<file path="src/rtl/sc_tick_scheduler_pkg.sv">
// Shared types and constants for the tick scheduler: channel count,
// channel FSM state and the periodic/one-shot mode encoding.
package sc_tick_scheduler_pkg;

  localparam int NCH = 4;

  typedef enum logic {
    IDLE = 1'b0,
    RUN  = 1'b1
  } ch_state_e;

  localparam logic MODE_PERIODIC = 1'b0;
  localparam logic MODE_ONESHOT  = 1'b1;

endpackage

</file>
<file path="src/rtl/sc_tick_prescaler.sv">
// Free-running base prescaler: counts up from 0 and strobes whenever the
// count has reached or passed the terminal value, then returns to 0.
module sc_tick_prescaler #(
  parameter int BASE_WIDTH = 27
) (
  input  logic                  SC_COUNTER_CLOCK_50,
  input  logic                  SC_COUNTER_RESET_InLow,
  input  logic                  clear_n_i,
  input  logic [BASE_WIDTH-1:0] base_top_i,
  output logic                  strobe_o
);

  logic [BASE_WIDTH-1:0] count_q;
  logic [BASE_WIDTH-1:0] count_d;
  logic                  hit;

  // ">=" rather than "==" so lowering the terminal below the count wraps at once
  assign hit      = (count_q >= base_top_i);
  assign strobe_o = clear_n_i && hit;

  always_comb begin
    count_d = count_q + BASE_WIDTH'(1);
    if (!clear_n_i || hit) begin
      count_d = '0;
    end
  end

  always_ff @(posedge SC_COUNTER_CLOCK_50 or negedge SC_COUNTER_RESET_InLow) begin
    if (!SC_COUNTER_RESET_InLow) begin
      count_q <= '0;
    end else begin
      count_q <= count_d;
    end
  end

endmodule

</file>
<file path="src/rtl/sc_tick_scheduler.sv">
// Four-channel tick scheduler: each channel counts base strobes and emits a
// one-cycle active-low tick every (div+1) strobes, periodically or once.
module sc_tick_scheduler
  import sc_tick_scheduler_pkg::*;
#(
  parameter int BASE_WIDTH = 27,
  parameter int DIV_WIDTH  = 8
) (
  input  logic                  SC_COUNTER_CLOCK_50,
  input  logic                  SC_COUNTER_RESET_InLow,
  input  logic                  SC_TICKSCHED_clear_InLow,
  input  logic [BASE_WIDTH-1:0] SC_TICKSCHED_baseTop_InBUS,
  input  logic                  SC_TICKSCHED_load_InLow,
  input  logic [1:0]            SC_TICKSCHED_loadSel_InBUS,
  input  logic [DIV_WIDTH-1:0]  SC_TICKSCHED_loadDiv_InBUS,
  input  logic                  SC_TICKSCHED_loadMode_In,
  input  logic [3:0]            SC_TICKSCHED_start_InLow,
  input  logic [3:0]            SC_TICKSCHED_stop_InLow,
  output logic [3:0]            SC_TICKSCHED_tick_OutLow,
  output logic [3:0]            SC_TICKSCHED_busy_Out,
  output logic                  SC_TICKSCHED_baseTick_Out
);

  logic                              strobe;
  logic                              base_tick_q;
  logic [NCH-1:0][DIV_WIDTH-1:0]     div_q;
  logic [NCH-1:0]                    mode_q;
  logic [NCH-1:0]                    tick_n;
  logic [NCH-1:0]                    run;

  sc_tick_prescaler #(
    .BASE_WIDTH (BASE_WIDTH)
  ) u_prescaler (
    .SC_COUNTER_CLOCK_50    (SC_COUNTER_CLOCK_50),
    .SC_COUNTER_RESET_InLow (SC_COUNTER_RESET_InLow),
    .clear_n_i              (SC_TICKSCHED_clear_InLow),
    .base_top_i             (SC_TICKSCHED_baseTop_InBUS),
    .strobe_o               (strobe)
  );

  // Base strobe is delayed one cycle so it lines up with the channel ticks
  always_ff @(posedge SC_COUNTER_CLOCK_50 or negedge SC_COUNTER_RESET_InLow) begin
    if (!SC_COUNTER_RESET_InLow) begin
      base_tick_q <= 1'b0;
    end else begin
      base_tick_q <= strobe;
    end
  end

  // Configuration survives a clear; only reset returns it to defaults
  always_ff @(posedge SC_COUNTER_CLOCK_50 or negedge SC_COUNTER_RESET_InLow) begin
    if (!SC_COUNTER_RESET_InLow) begin
      div_q  <= '0;
      mode_q <= {NCH{MODE_PERIODIC}};
    end else if (SC_TICKSCHED_clear_InLow && !SC_TICKSCHED_load_InLow) begin
      div_q[SC_TICKSCHED_loadSel_InBUS]  <= SC_TICKSCHED_loadDiv_InBUS;
      mode_q[SC_TICKSCHED_loadSel_InBUS] <= SC_TICKSCHED_loadMode_In;
    end
  end

  for (genvar g = 0; g < NCH; g++) begin : g_ch
    ch_state_e             state_q;
    logic [DIV_WIDTH-1:0]  rem_q;
    logic                  tick_n_q;
    logic                  sel_load;
    logic [DIV_WIDTH-1:0]  start_div;

    // A start coinciding with a write to this channel picks up the new value
    assign sel_load  = !SC_TICKSCHED_load_InLow && (SC_TICKSCHED_loadSel_InBUS == 2'(g));
    assign start_div = sel_load ? SC_TICKSCHED_loadDiv_InBUS : div_q[g];

    always_ff @(posedge SC_COUNTER_CLOCK_50 or negedge SC_COUNTER_RESET_InLow) begin
      if (!SC_COUNTER_RESET_InLow) begin
        state_q  <= IDLE;
        rem_q    <= '0;
        tick_n_q <= 1'b1;
      end else begin
        tick_n_q <= 1'b1;
        if (!SC_TICKSCHED_clear_InLow) begin
          state_q <= IDLE;
          rem_q   <= '0;
        end else if (!SC_TICKSCHED_stop_InLow[g]) begin
          state_q <= IDLE;
        end else if (!SC_TICKSCHED_start_InLow[g]) begin
          state_q <= RUN;
          rem_q   <= start_div;
        end else if (state_q == RUN && strobe) begin
          if (rem_q != '0) begin
            rem_q <= rem_q - DIV_WIDTH'(1);
          end else begin
            tick_n_q <= 1'b0;
            if (mode_q[g] == MODE_ONESHOT) begin
              state_q <= IDLE;
            end else begin
              rem_q <= div_q[g];
            end
          end
        end
      end
    end

    assign tick_n[g] = tick_n_q;
    assign run[g]    = (state_q == RUN);
  end

  assign SC_TICKSCHED_tick_OutLow  = tick_n;
  assign SC_TICKSCHED_busy_Out     = run;
  assign SC_TICKSCHED_baseTick_Out = base_tick_q;

endmodule

</file>
<file path="config.mk">
export PLATFORM = sky130hd
export DESIGN_NAME = sc_tick_scheduler
export DESIGN_NICKNAME = d
export VERILOG_FILES = /design/src/rtl/sc_tick_scheduler_pkg.sv /design/src/rtl/sc_tick_prescaler.sv /design/src/rtl/sc_tick_scheduler.sv
export SDC_FILE = /design/constraint.sdc
export NUM_CORES = 1
export LEC_CHECK = 0
export BUFFER_PORTS_ARGS = -buffer_cell sky130_fd_sc_hd__buf_2
export CAP_MARGIN = 10
export CORE_MARGIN = 1
export CORE_UTILIZATION = 61
export DETAILED_ROUTE_END_ITERATION = 6
export HOLD_SLACK_MARGIN = 0.1
export PLACE_DENSITY = 0.88
export SLEW_MARGIN = 25
export SYNTH_ARGS = -nofsm -noshare
export SYNTH_HDL_FRONTEND = slang
export SYNTH_SLANG_ARGS = --single-unit
</file>
<file path="constraint.sdc">
create_clock -name SC_COUNTER_CLOCK_50 -period 2.8 [get_ports SC_COUNTER_CLOCK_50]
set_input_delay 0.28 -clock SC_COUNTER_CLOCK_50 [delete_from_list [all_inputs] [get_ports SC_COUNTER_CLOCK_50]]
set_output_delay 0.28 -clock SC_COUNTER_CLOCK_50 [all_outputs]
set_load 0.005 [all_outputs]
</file>
== Yosys cells after proc, flatten, opt, wreduce, memory -nomap -nowiden ==
Index checks and enable logic that the tools add are counted.
Word-level totals
  input port bits: 50
  flip-flop bits (word level): 104
Cells by class
  add/subtract/negate cells: 5
  multiplexer cells: 79
  equal/unequal tests: 27
  reduce and logical (&&, ||, !) cells: 27
  $lt $le $gt $ge: 3
Operator list (count)
  two-way mux 8 bit: 29
  != test 4 x 3 -> 1 bit (second input constant): 12
  two-way mux 1 bit: 45
  bitwise mux 32 bit: 1
  nonzero test 8 bit: 4
  subtractor 8 x 1 -> 8 bit (second input constant): 4
  adder 27 x 1 -> 27 bit (second input constant): 1
  >= comparator 27 bit: 1
  two-way mux 27 bit: 1
  AND reduction 3 bit: 8
  demux 8 bit (select 2 bit): 1
  != test 4 bit (second input constant): 4
  != test 3 x 2 -> 1 bit (second input constant): 4
  logical AND 1 bit: 11
  != test 2 x 1 -> 1 bit (second input constant): 4
  bitwise mux 4 bit: 1
  == test 2 bit (second input constant): 2
  less-than comparator 2 x 3 -> 1 bit (second input constant): 1
  demux 1 bit (select 2 bit): 1
  == test 2 x 1 -> 1 bit (second input constant): 1
  >= comparator 2 x 1 -> 1 bit (second input constant): 1
  logical NOT 1 bit: 2
  logical NOT 2 bit: 1
  logical OR 1 bit: 1

== Depth between registers and ports, before layout ==
Gate-level depths: netlist (run 1).
  word-level depth: 7
  depth in mapped cells: 11
  mapped depth without buffers: 9

== Cells and area by module ==
From an unflattened synthesis (run 1), not the netlist that was laid out.
Unflattened totals
  cells, all modules: 728
  area total of the unflattened synthesis: 6915.4 µm²
Modules (own cells, without submodules)
  sc_tick_scheduler: instances 1, seq. area each 1931.9 µm², cells an instance 506, area an instance 4759.6 µm²
  sc_tick_prescaler: instances 1, seq. area each 675.6 µm², cells an instance 222, area an instance 2155.8 µm²

== Worst setup path before layout (run 1) ==
No wires, ideal clock.
  path kind: flip-flop to flip-flop
  start: reg u_prescaler.count_q[5]
  end: reg u_prescaler.count_q[15]
  arrival: 2.333 ns
  stages on the path, launching flop included: 11
  path buffers: 2
  setup slack: 0.395 ns
  clock period less this slack: 2.405 ns
  data required time: 2.728 ns
  cells stage by stage: dfrtp_1 ha_1 and3_1 a221o_1 nand2_1 o2111ai_2 a21oi_1 buf_2 nand2_1 buf_2 nor2_1
Between the ends
  cells in the longest elaborated chain, start to end: 3
  elaborated cells between the ends (all ways): 4
  those cells by class: add/sub: 1; order compare: 1; mux: 1; reduce/logical: 1
Ends and longest elaborated chain
  start: declaration: line sc_tick_prescaler.sv:13  | logic [BASE_WIDTH-1:0] count_q;
  start signal: assignment: line sc_tick_prescaler.sv:32  | count_q <= count_d;
  >= comparator 27 bit: line sc_tick_prescaler.sv:18  | assign hit = (count_q >= base_top_i);
  logical OR 1 bit: line sc_tick_prescaler.sv:23  | if (!clear_n_i || hit) begin
  two-way mux 27 bit (*): line sc_tick_prescaler.sv:23
  net u_prescaler.count_d[15]: line sc_tick_prescaler.sv:14  | logic [BASE_WIDTH-1:0] count_d;
Mark *: on every way through the listed nets, which the timed path passes. The rest lies on a longest branch.
A chain may end at the register's enable or synchronous reset.

== Worst setup path after layout (run 1) ==
  start: reg u_prescaler.count_q[12]
  end: reg g_ch[2].rem_q[2]
Between the ends
  cells in the longest elaborated chain, start to end: 5
Ends and longest elaborated chain
  >= comparator 27 bit: line sc_tick_prescaler.sv:18
  logical AND 1 bit: line sc_tick_prescaler.sv:19  | assign strobe_o = clear_n_i && hit;
  logical AND 1 bit: line sc_tick_scheduler.sv:87  | end else if (state_q == RUN && strobe) begin
  != test 3 x 2 -> 1 bit (no line)
  AND reduction 3 bit (no line)
  end signal: assignment: line sc_tick_scheduler.sv:86  | rem_q <= start_div;
  end signal: assignment: line sc_tick_scheduler.sv:89  | rem_q <= rem_q - DIV_WIDTH'(1);
  end signal: assignment: line sc_tick_scheduler.sv:95  | rem_q <= div_q[g];
  end: declaration: line sc_tick_scheduler.sv:63  | logic [DIV_WIDTH-1:0] rem_q;
No other way between the ends.

==> impl_table.tex, run 1 <==
\begin{tabular}{lr}
\hline
Metric & Value \\
\hline
\multicolumn{2}{l}{\textbf{Timing}} \\
Worst hold slack across all endpoints & 156.9 ps \\
Minimum setup slack in the final design & around 200 ps \\
FMAX & 0.3846 GHz \\
Unrepaired setup endpoints after global routing & false \\
Post-route minimum period & 2600 ps \\
Final count of pins violating max slew & 0 \\
Worst Tran Pin Value & 700.5 ps \\
TNS Setup & 0 ps \\
Post-route clock skew & 17.33 ps \\
Headroom to the max-slew limit & 0.5320 \\
Finish-stage setup viols & 0 \\
Ratio of final minimum period to clock period & 0.9287 \\
Hold Vio Cnt, Final & 0 \\
\multicolumn{2}{l}{\textbf{Yosys}} \\
Most frequent cell after synthesis & dfrtp\_1 \\
Number of warnings printed during yosys synthesis & 0 \\
Cell area after synthesis & 6873 um\^{}2 \\
Area share of the leading cell type in the synthesized netlist & 0.3641 \\
Synthesized instance count & 754 \\
Number of enable flip-flop cells after synthesis & 0 \\
Average cell area after synthesis & $\sim$9.1 um\^{}2 \\
Number of synthesized register bits & 104 \\
Netlist cell types & 56 \\
Post-synth ARST share & 1.000 \\
Net count after synthesis & 840 \\
Seq/Total Area, Yosys & 0.3794 \\
Top cell types by occurrence after synthesis & dfrtp\_1 (100), nand2\_1 (89), nor2\_1 (58) \\
Yosys top cell by area & dfrtp\_1 \\
Leading post-synthesis cells by cell area & dfrtp\_1 (36\%), mux2\_2 (7.5\%), ha\_1 (6.6\%), mux2i\_1 (5.5\%), nand2\_1 (4.9\%) \\
Main synth FF type & dfrtp\_1 \\
\multicolumn{2}{l}{\textbf{Clock tree}} \\
Clk sinks & between 100 and 150 \\
Post-CTS clock slew at the launch and capture registers of the worst setup and hold paths & 90 ps \\
Number of buffers between clock root and the deepest sink & 2 \\
Buffers inserted during post-CTS setup optimization & 0 \\
CTS tree & done \\
Clock latency of the later-clocked register in the worst-skew pair & 380 ps \\
Num CTS Buffers & 9 \\
Total number of H-tree levels & 3 \\
Root cell of the clock tree & clkbuf\_8 \\
\multicolumn{2}{l}{\textbf{Detailed routing}} \\
Starting DRT DRC Count & 374 \\
Detail Route Antenna Nets & 0 \\
Number of iterations in the first detailed-routing pass & 5 \\
Vias/cell & 6.177 \\
Routed length per placed instance & 17.00 um \\
Total number of vias & 5837 \\
Detailed-route DRC error count & 0 \\
Final Routed Wirelength & 16070 um \\
\multicolumn{2}{l}{\textbf{Worst setup path}} \\
Worst Path Max Fanout & 6 \\
Critical path type & flip-flop to flip-flop \\
Critical Path Sink Type & flip-flop \\
Data arrival at the endpoint of the critical path & 2870 ps \\
Nature of the critical path startpoint & flip-flop \\
Required time of the critical path & 3070 ps \\
\multicolumn{2}{l}{\textbf{Place}} \\
Post-Place Cell Area & 7292 um\^{}2 \\
Pre-CTS setup slack & 155.0 ps \\
Gp weighted congestion & 0.8972 \\
Instance count after placement with tap cells included & 930 \\
Hpwl dp & 11820 um \\
PortBufs & 58 \\
\multicolumn{2}{l}{\textbf{Floorplan}} \\
Die Y-Extent & 108.1 um \\
Rows & 38 \\
Top-level port count & 59 \\
Starting utilization of the core area & 0.6312 \\
Width of the chip & about 110 um \\
Area enclosed by the die boundary & 11700 um\^{}2 \\
Core area & 10890 um\^{}2 \\
\multicolumn{2}{l}{\textbf{Global route}} \\
Total congestion overflow & 0 \\
Antenna violations before repair & 0 \\
Maximum number of pins on one net before global-route repair & 105 \\
Total routing usage reported by global routing & 0.2952 \\
Wire length of the first global-routing pass & around 27000 um \\
Via count of the first global-routing pass & 5748 \\
\multicolumn{2}{l}{\textbf{Worst hold path}} \\
Hold/Removal Path Class & input port to flip-flop \\
\multicolumn{2}{l}{\textbf{Power}} \\
Overall power & 3.739 mW \\
Areal power density over the cells & around 500 nW/um\^{}2 \\
Worst IR Drop VDD & 0.3957 mV \\
Static Leakage & about 3.4 nW \\
\multicolumn{2}{l}{\textbf{Cells and area}} \\
Fill cell total of the finished layout & 833 \\
Multi-input combinational cell area & 3919 um\^{}2 \\
Area of all placed cells without fillers & 7471 um\^{}2 \\
Number of nets at the end of the flow & 888 \\
Proportion of layout cells with a drive suffix above 1 & 0.1888 \\
Post-Layout Cell Count & 945 \\
Layout overhead on the synthesized area & 8.702\% \\
Number of diodes added for antenna fixing & 0 \\
Area used by sequential logic in the layout & 2608 um\^{}2 \\
End-of-flow core utilization & 0.6862 \\
\multicolumn{2}{l}{\textbf{Outcome}} \\
Result of the run & finished, final reports clean \\
\multicolumn{2}{l}{\textbf{Job}} \\
Max-cap violation count & 0 \\
\hline
\end{tabular}
## placed cells by master (no fill, tap or decap), types with 2 or more instances in the layout
cell type / n
or4_4: 2
mux2i_1: 38
nand3_1: 25
or3_1: 7
or3b_2: 3
clkbuf_1: 4
a31oi_1: 5
inv_1: 46
o221ai_1: 2
nand2b_1: 3
ha_1: 36
a21oi_1: 45
buf_2: 57
a31o_2: 2
dfrtp_1: 100
a211oi_1: 5
nand4_1: 10
nor2_1: 58
dfstp_2: 4
and3_1: 10
mux2_2: 46
nor3b_1: 7
xor2_1: 16
o21ai_0: 36
nor3_4: 2
nand2_1: 89
buf_4: 15
o311ai_0: 5
nor3_1: 13
o31ai_1: 4
o22ai_1: 3
xnor2_1: 25
nor2b_1: 15
clkbuf_8: 9
and2_1: 7
nand3b_1: 4
or2_2: 3
o211ai_1: 21
o41ai_1: 2
## final timing paths
check                                             startpoint                                 to  slack [ps]  cells past startpoint
max                        u_prescaler.count_q[12]$_DFF_PN0_       g_ch[2].rem_q[2]$_DFFE_PN0P_         200                      9
min                               SC_TICKSCHED_stop_InLow[3]        g_ch[3].state_q$_DFFE_PN0P_         160                      3
max reg2reg                u_prescaler.count_q[12]$_DFF_PN0_       g_ch[2].rem_q[2]$_DFFE_PN0P_         200                      9
min reg2reg                             div_q[3]$_DFFE_PN0P_               div_q[3]$_DFFE_PN0P_         530                      1
max in group asynchronous             SC_COUNTER_RESET_InLow       g_ch[3].rem_q[6]$_DFFE_PN0P_        1870                      3
min in group asynchronous             SC_COUNTER_RESET_InLow  u_prescaler.count_q[10]$_DFF_PN0_         480                      3
## registers in the layout, indices dropped and copies added, names as in the netlist
signal                     count
SC_TICKSCHED_baseTick_Out      1
div_q                         32
g_ch.rem_q                    32
g_ch.state_q                   4
g_ch.tick_n_q                  4
mode_q                         4
u_prescaler.count_q           27
## per-layer routing
layer  up-vias  wire length (um)  part of all wire  global-route usage
li1       2751                 -                 -                   -
met1      2814              6848              0.43              0.3757
met2       231              7739              0.48              0.4991
met3        41              1050             0.065             0.04882
met4         0               431             0.027              0.1204
met5         -                 0                 0                   0
## where the power goes
part	internal, mW	total (mW)	switching [mW]
clock	0.407	0.902	0.495
combinational	0.486	1.04	0.550
sequential	1.66	1.80	0.143
## timing repair
action                                  4_1_cts  5_1_grt
endpoints found under the hold margin       100        0
endpoints found under the setup margin        0       14
hold buffers                                  1        0
resized for setup                             0        1
## area by class of cell
class	instances	area share
multi-input cells	567	0.5245
flip-flops and latches	104	0.3490
repair buffers	74	0.05728
well taps	140	0.02345
inverters	46	0.02311
clock buffers	13	0.01859
clock inverters	1	0.004019
## cells by family (layout without fill, tap and decap cells)
| family | count (synthesis) | after routing | share of synthesized area |
|---|---|---|---|
| XOR/XNOR | 41 | 41 | 0.05225 |
| buffers and inverters | 83 | 134 | 0.05043 |
| adder cells (fa/ha/maj) | 36 | 36 | 0.06554 |
| AND/OR/NAND/NOR | 266 | 266 | 0.1933 |
| flip-flops | 104 | 104 | 0.3794 |
| multiplexers | 84 | 84 | 0.1307 |
| AO/OA/AOI/OAI | 140 | 140 | 0.1283 |
## worst max-delay path, stage by stage, from the launching register on
cell and delay (ps):
dfrtp_1 440, ha_1 330, a21oi_1 160, o21ai_0 100, a221oi_1 280, o21ai_1 160
buf_4 190, and3b_4 200, or3_1 370, o31ai_1 240
Note: power is estimated with default switching activity, not from simulation.
==> run 2, diff against run 1 <==
Settings changed: REMOVE_ABC_BUFFERS set to 1.
==> run 2 against run 1 <==
- non-clock buffer count unchanged
- largest power group unchanged
- highest routed layer unchanged
- combinational power about the same
- setup slack worse by 26 ps
- clock power down 5.2%
- die area unchanged
- critical path depth unchanged
- design area up 0.10%
- core utilization up 0.069 points
- clock skew down 7.5 ps
- via count down 1.5%
- worst hold slack worse by 7.0 ps
==> impl_table.tex, run 2 (synthesis results as in run 1) <==
\begin{tabular}{lr}
\hline
Metric & Value \\
\hline
\multicolumn{2}{l}{\textbf{Timing}} \\
Minimum setup slack in the final design & 173.5 ps (was 199.7 ps) \\
Post-route clock skew & 9.827 ps (was 17.33 ps) \\
Hold Vio Cnt, Final & 0 (unchanged) \\
Worst hold slack across all endpoints & 149.9 ps (was 156.9 ps) \\
Headroom to the max-slew limit & 0.5195 (was 0.5320) \\
Worst Tran Pin Value & 711.1 ps (was 700.5 ps) \\
FMAX & 0.3807 GHz (was 0.3846 GHz) \\
Finish-stage setup viols & 0 (unchanged) \\
Ratio of final minimum period to clock period & 0.9380 (was 0.9287) \\
Post-route minimum period & 2626 ps (was 2600 ps) \\
Unrepaired setup endpoints after global routing & false (unchanged) \\
Final count of pins violating max slew & 0 (unchanged) \\
TNS Setup & 0 ps (unchanged) \\
\multicolumn{2}{l}{\textbf{Place}} \\
Gp weighted congestion & 0.8878 (was 0.8972) \\
Post-Place Cell Area & 7292 um\^{}2 (unchanged) \\
Pre-CTS setup slack & -48.94 ps (was 155.0 ps) \\
PortBufs & 58 (unchanged) \\
Hpwl dp & 11570 um (was 11820 um) \\
\multicolumn{2}{l}{\textbf{Worst setup path}} \\
Crit path max-delay cell type & dfrtp\_1 (unchanged) \\
Critical register-to-register path endpoint & g\_ch[1].rem\_q[1]\$\_DFFE\_PN0P\_ (was g\_ch[2].rem\_q[2]\$\_DFFE\_PN0P\_) \\
Nature of the critical path startpoint & flip-flop (unchanged) \\
Required time of the critical path & 3090 ps (was 3070 ps) \\
Data arrival at the endpoint of the critical path & 2920 ps (was 2870 ps) \\
Kind of cell adding the most delay to the critical path & simple AND/OR/NAND/NOR gates (was compound AO/OA/AOI/OAI gates) \\
Reg-to-reg startpoint & u\_prescaler.count\_q[20]\$\_DFF\_PN0\_ (was u\_prescaler.count\_q[12]\$\_DFF\_PN0\_) \\
Worst path cell trace & ha\_1, nand4\_1, nor3\_1, a221oi\_1, o21ai\_0, buf\_4, and3\_1, nor3\_4, mux2i\_1 (was ha\_1, a21oi\_1, o21ai\_0, a221oi\_1, o21ai\_1, buf\_4, and3b\_4, or3\_1, o31ai\_1) \\
Worst-case register-to-register setup slack & 170 ps (was 200 ps) \\
CP max stage delay & 450 ps (was 440 ps) \\
Critical path type & flip-flop to flip-flop (unchanged) \\
Buffers and inverters on the worst path & 1 (unchanged) \\
Worst Path Max Fanout & 6 (unchanged) \\
Critical Path Sink Type & flip-flop (unchanged) \\
Reg2Reg Depth & 9 (unchanged) \\
\multicolumn{2}{l}{\textbf{Detailed routing}} \\
Vias/cell & 6.074 (was 6.177) \\
Detailed-route DRC error count & 0 (unchanged) \\
Number of iterations in the first detailed-routing pass & 5 (unchanged) \\
Detail Route Antenna Nets & 0 (unchanged) \\
Starting DRT DRC Count & 376 (was 374) \\
Total number of vias & 5752 (was 5837) \\
Routed length per placed instance & 16.70 um (was 17.00 um) \\
Final Routed Wirelength & 15810 um (was 16070 um) \\
\multicolumn{2}{l}{\textbf{Clock tree}} \\
CTS tree & done (unchanged) \\
Clock latency of the later-clocked register in the worst-skew pair & 370 ps (was 380 ps) \\
Num CTS Buffers & 9 (unchanged) \\
Clk sinks & 104 (unchanged) \\
Buffers inserted during post-CTS setup optimization & 0 (unchanged) \\
Post-CTS clock slew at the launch and capture registers of the worst setup and hold paths & 100 ps (was 90 ps) \\
Total number of H-tree levels & 3 (unchanged) \\
Number of buffers between clock root and the deepest sink & 2 (unchanged) \\
Root cell of the clock tree & clkbuf\_8 (unchanged) \\
\multicolumn{2}{l}{\textbf{Global route}} \\
Total routing usage reported by global routing & 0.2865 (was 0.2952) \\
Wire length of the first global-routing pass & 26190 um (was 26920 um) \\
Via count of the first global-routing pass & 5586 (was 5748) \\
Total congestion overflow & 0 (unchanged) \\
Antenna violations before repair & 0 (unchanged) \\
Maximum number of pins on one net before global-route repair & 57 (was 105) \\
\multicolumn{2}{l}{\textbf{Worst hold path}} \\
Beginning of the worst hold path & SC\_TICKSCHED\_stop\_InLow[1] (was SC\_TICKSCHED\_stop\_InLow[3]) \\
Hold worst-path end & g\_ch[1].state\_q\$\_DFFE\_PN0P\_ (was g\_ch[3].state\_q\$\_DFFE\_PN0P\_) \\
Number of cells on the worst hold path & 3 (unchanged) \\
Hold/Removal Path Class & input port to flip-flop (unchanged) \\
\multicolumn{2}{l}{\textbf{Cells and area}} \\
Regs by FF count & div\_q: 32 flops, g\_ch.rem\_q: 32 flops, u\_prescaler.count\_q: 27 flops (unchanged) \\
End-of-flow core utilization & 0.6869 (was 0.6862) \\
Multi-input combinational cell area & 3923 um\^{}2 (was 3919 um\^{}2) \\
Fill cell total of the finished layout & 830 (was 833) \\
Number of nets at the end of the flow & 888 (unchanged) \\
Proportion of layout cells with a drive suffix above 1 & 0.1958 (was 0.1888) \\
Leading cell type in the layout, fill and taps excluded & dfrtp\_1 (unchanged) \\
Number of diodes added for antenna fixing & 0 (unchanged) \\
Layout overhead on the synthesized area & 8.811\% (was 8.702\%) \\
Highest-count cells in the layout ignoring fill and taps & dfrtp\_1 (100), nand2\_1 (89), nor2\_1 (58), buf\_2 (57) (unchanged) \\
Area used by sequential logic in the layout & 2608 um\^{}2 (unchanged) \\
Area of all placed cells without fillers & 7478 um\^{}2 (was 7471 um\^{}2) \\
\multicolumn{2}{l}{\textbf{Floorplan}} \\
Core area & 10890 um\^{}2 (unchanged) \\
Top-level port count & 59 (unchanged) \\
Starting utilization of the core area & 0.6312 (unchanged) \\
Width of the chip & 108.1 um (unchanged) \\
Die Y-Extent & 108.1 um (unchanged) \\
Area enclosed by the die boundary & 11700 um\^{}2 (unchanged) \\
Rows & 38 (unchanged) \\
\multicolumn{2}{l}{\textbf{Power}} \\
Static Leakage & 3.386 nW (was 3.388 nW) \\
Areal power density over the cells & 492.6 nW/um\^{}2 (was 500.5 nW/um\^{}2) \\
Worst IR Drop VDD & 0.3713 mV (was 0.3957 mV) \\
\multicolumn{2}{l}{\textbf{Outcome}} \\
Result of the run & finished, final reports clean (unchanged) \\
\multicolumn{2}{l}{\textbf{Job}} \\
Max-cap violation count & 0 (unchanged) \\
\hline
\end{tabular}
==> run 2: changes by cell type in the layout (fill, tap and decap cells not counted), sizes merged <==
cell / previous run / this run
inv: 46 / 47
bufinv: 1 / 0
clkinv: 0 / 2
clkbuf: 13 / 10
clkinvlp: 0 / 3
==> run 2: final cells by class <==
class,instances,area share
multi-input cells,567,0.5245
flip-flops and latches,104,0.3487
repair buffers,74,0.05722
well taps,140,0.02342
inverters,46,0.02309
clock buffers,10,0.01707
clock inverters,6,0.006023
==> run 2: power by group <==
| part | switching [mW] | total [mW] | internal, mW |
|---|---|---|---|
| combinational | 0.538 | 1.02 | 0.485 |
| sequential | 0.148 | 1.81 | 1.66 |
| clock | 0.528 | 0.855 | 0.327 |
| total | 1.21 | 3.68 | 2.47 |
==> run 2: stage by stage <==
stage               instances  total power [mW]
floorplan                 717             2.523
detailed placement        930             2.842
global placement          930             2.782
finish                    947             3.684
CTS                       947             3.683
global route              947             3.885
==> run 2: routing by layer <==
metal  up-vias  routed length, um  global-route usage
li1       2740                  -                   -
met5         -                  0                   0
met1      2761               6967              0.3785
met3        22                976             0.02893
met4         0                223             0.08415
met2       229               7647              0.4986
==> run 2: worst reg2reg max path: stages (launching register included) <==
cell and delay [ps]:
dfrtp_1 450, ha_1 330, nand4_1 210, nor3_1 80
a221oi_1 220, o21ai_0 200, buf_4 220, and3_1 190
nor3_4 410, mux2i_1 240
==> run 2: repair_timing <==
action                                  CTS  global route
hold buffers                              1             0
endpoints found under the hold margin    46             0
endpoints found under the setup margin   26             1
pin swaps                                 0             1
gates resized for setup                   1             0
==> run 2: worst max-delay path by stage <==
stage / start / end / cells after the start
after detailed placement: u_prescaler.count_q[6]$_DFF_PN0_ / u_prescaler.count_q[26]$_DFF_PN0_ / 9
after CTS: u_prescaler.count_q[20]$_DFF_PN0_ / g_ch[1].rem_q[1]$_DFFE_PN0P_ / 9
after floorplan: u_prescaler.count_q[5]$_DFF_PN0_ / u_prescaler.count_q[10]$_DFF_PN0_ / 8
after global placement: SC_TICKSCHED_baseTop_InBUS[6] / u_prescaler.count_q[23]$_DFF_PN0_ / 11
after global routing: u_prescaler.count_q[14]$_DFF_PN0_ / g_ch[1].rem_q[3]$_DFFE_PN0P_ / 9
final: u_prescaler.count_q[20]$_DFF_PN0_ / g_ch[1].rem_q[1]$_DFFE_PN0P_ / 9
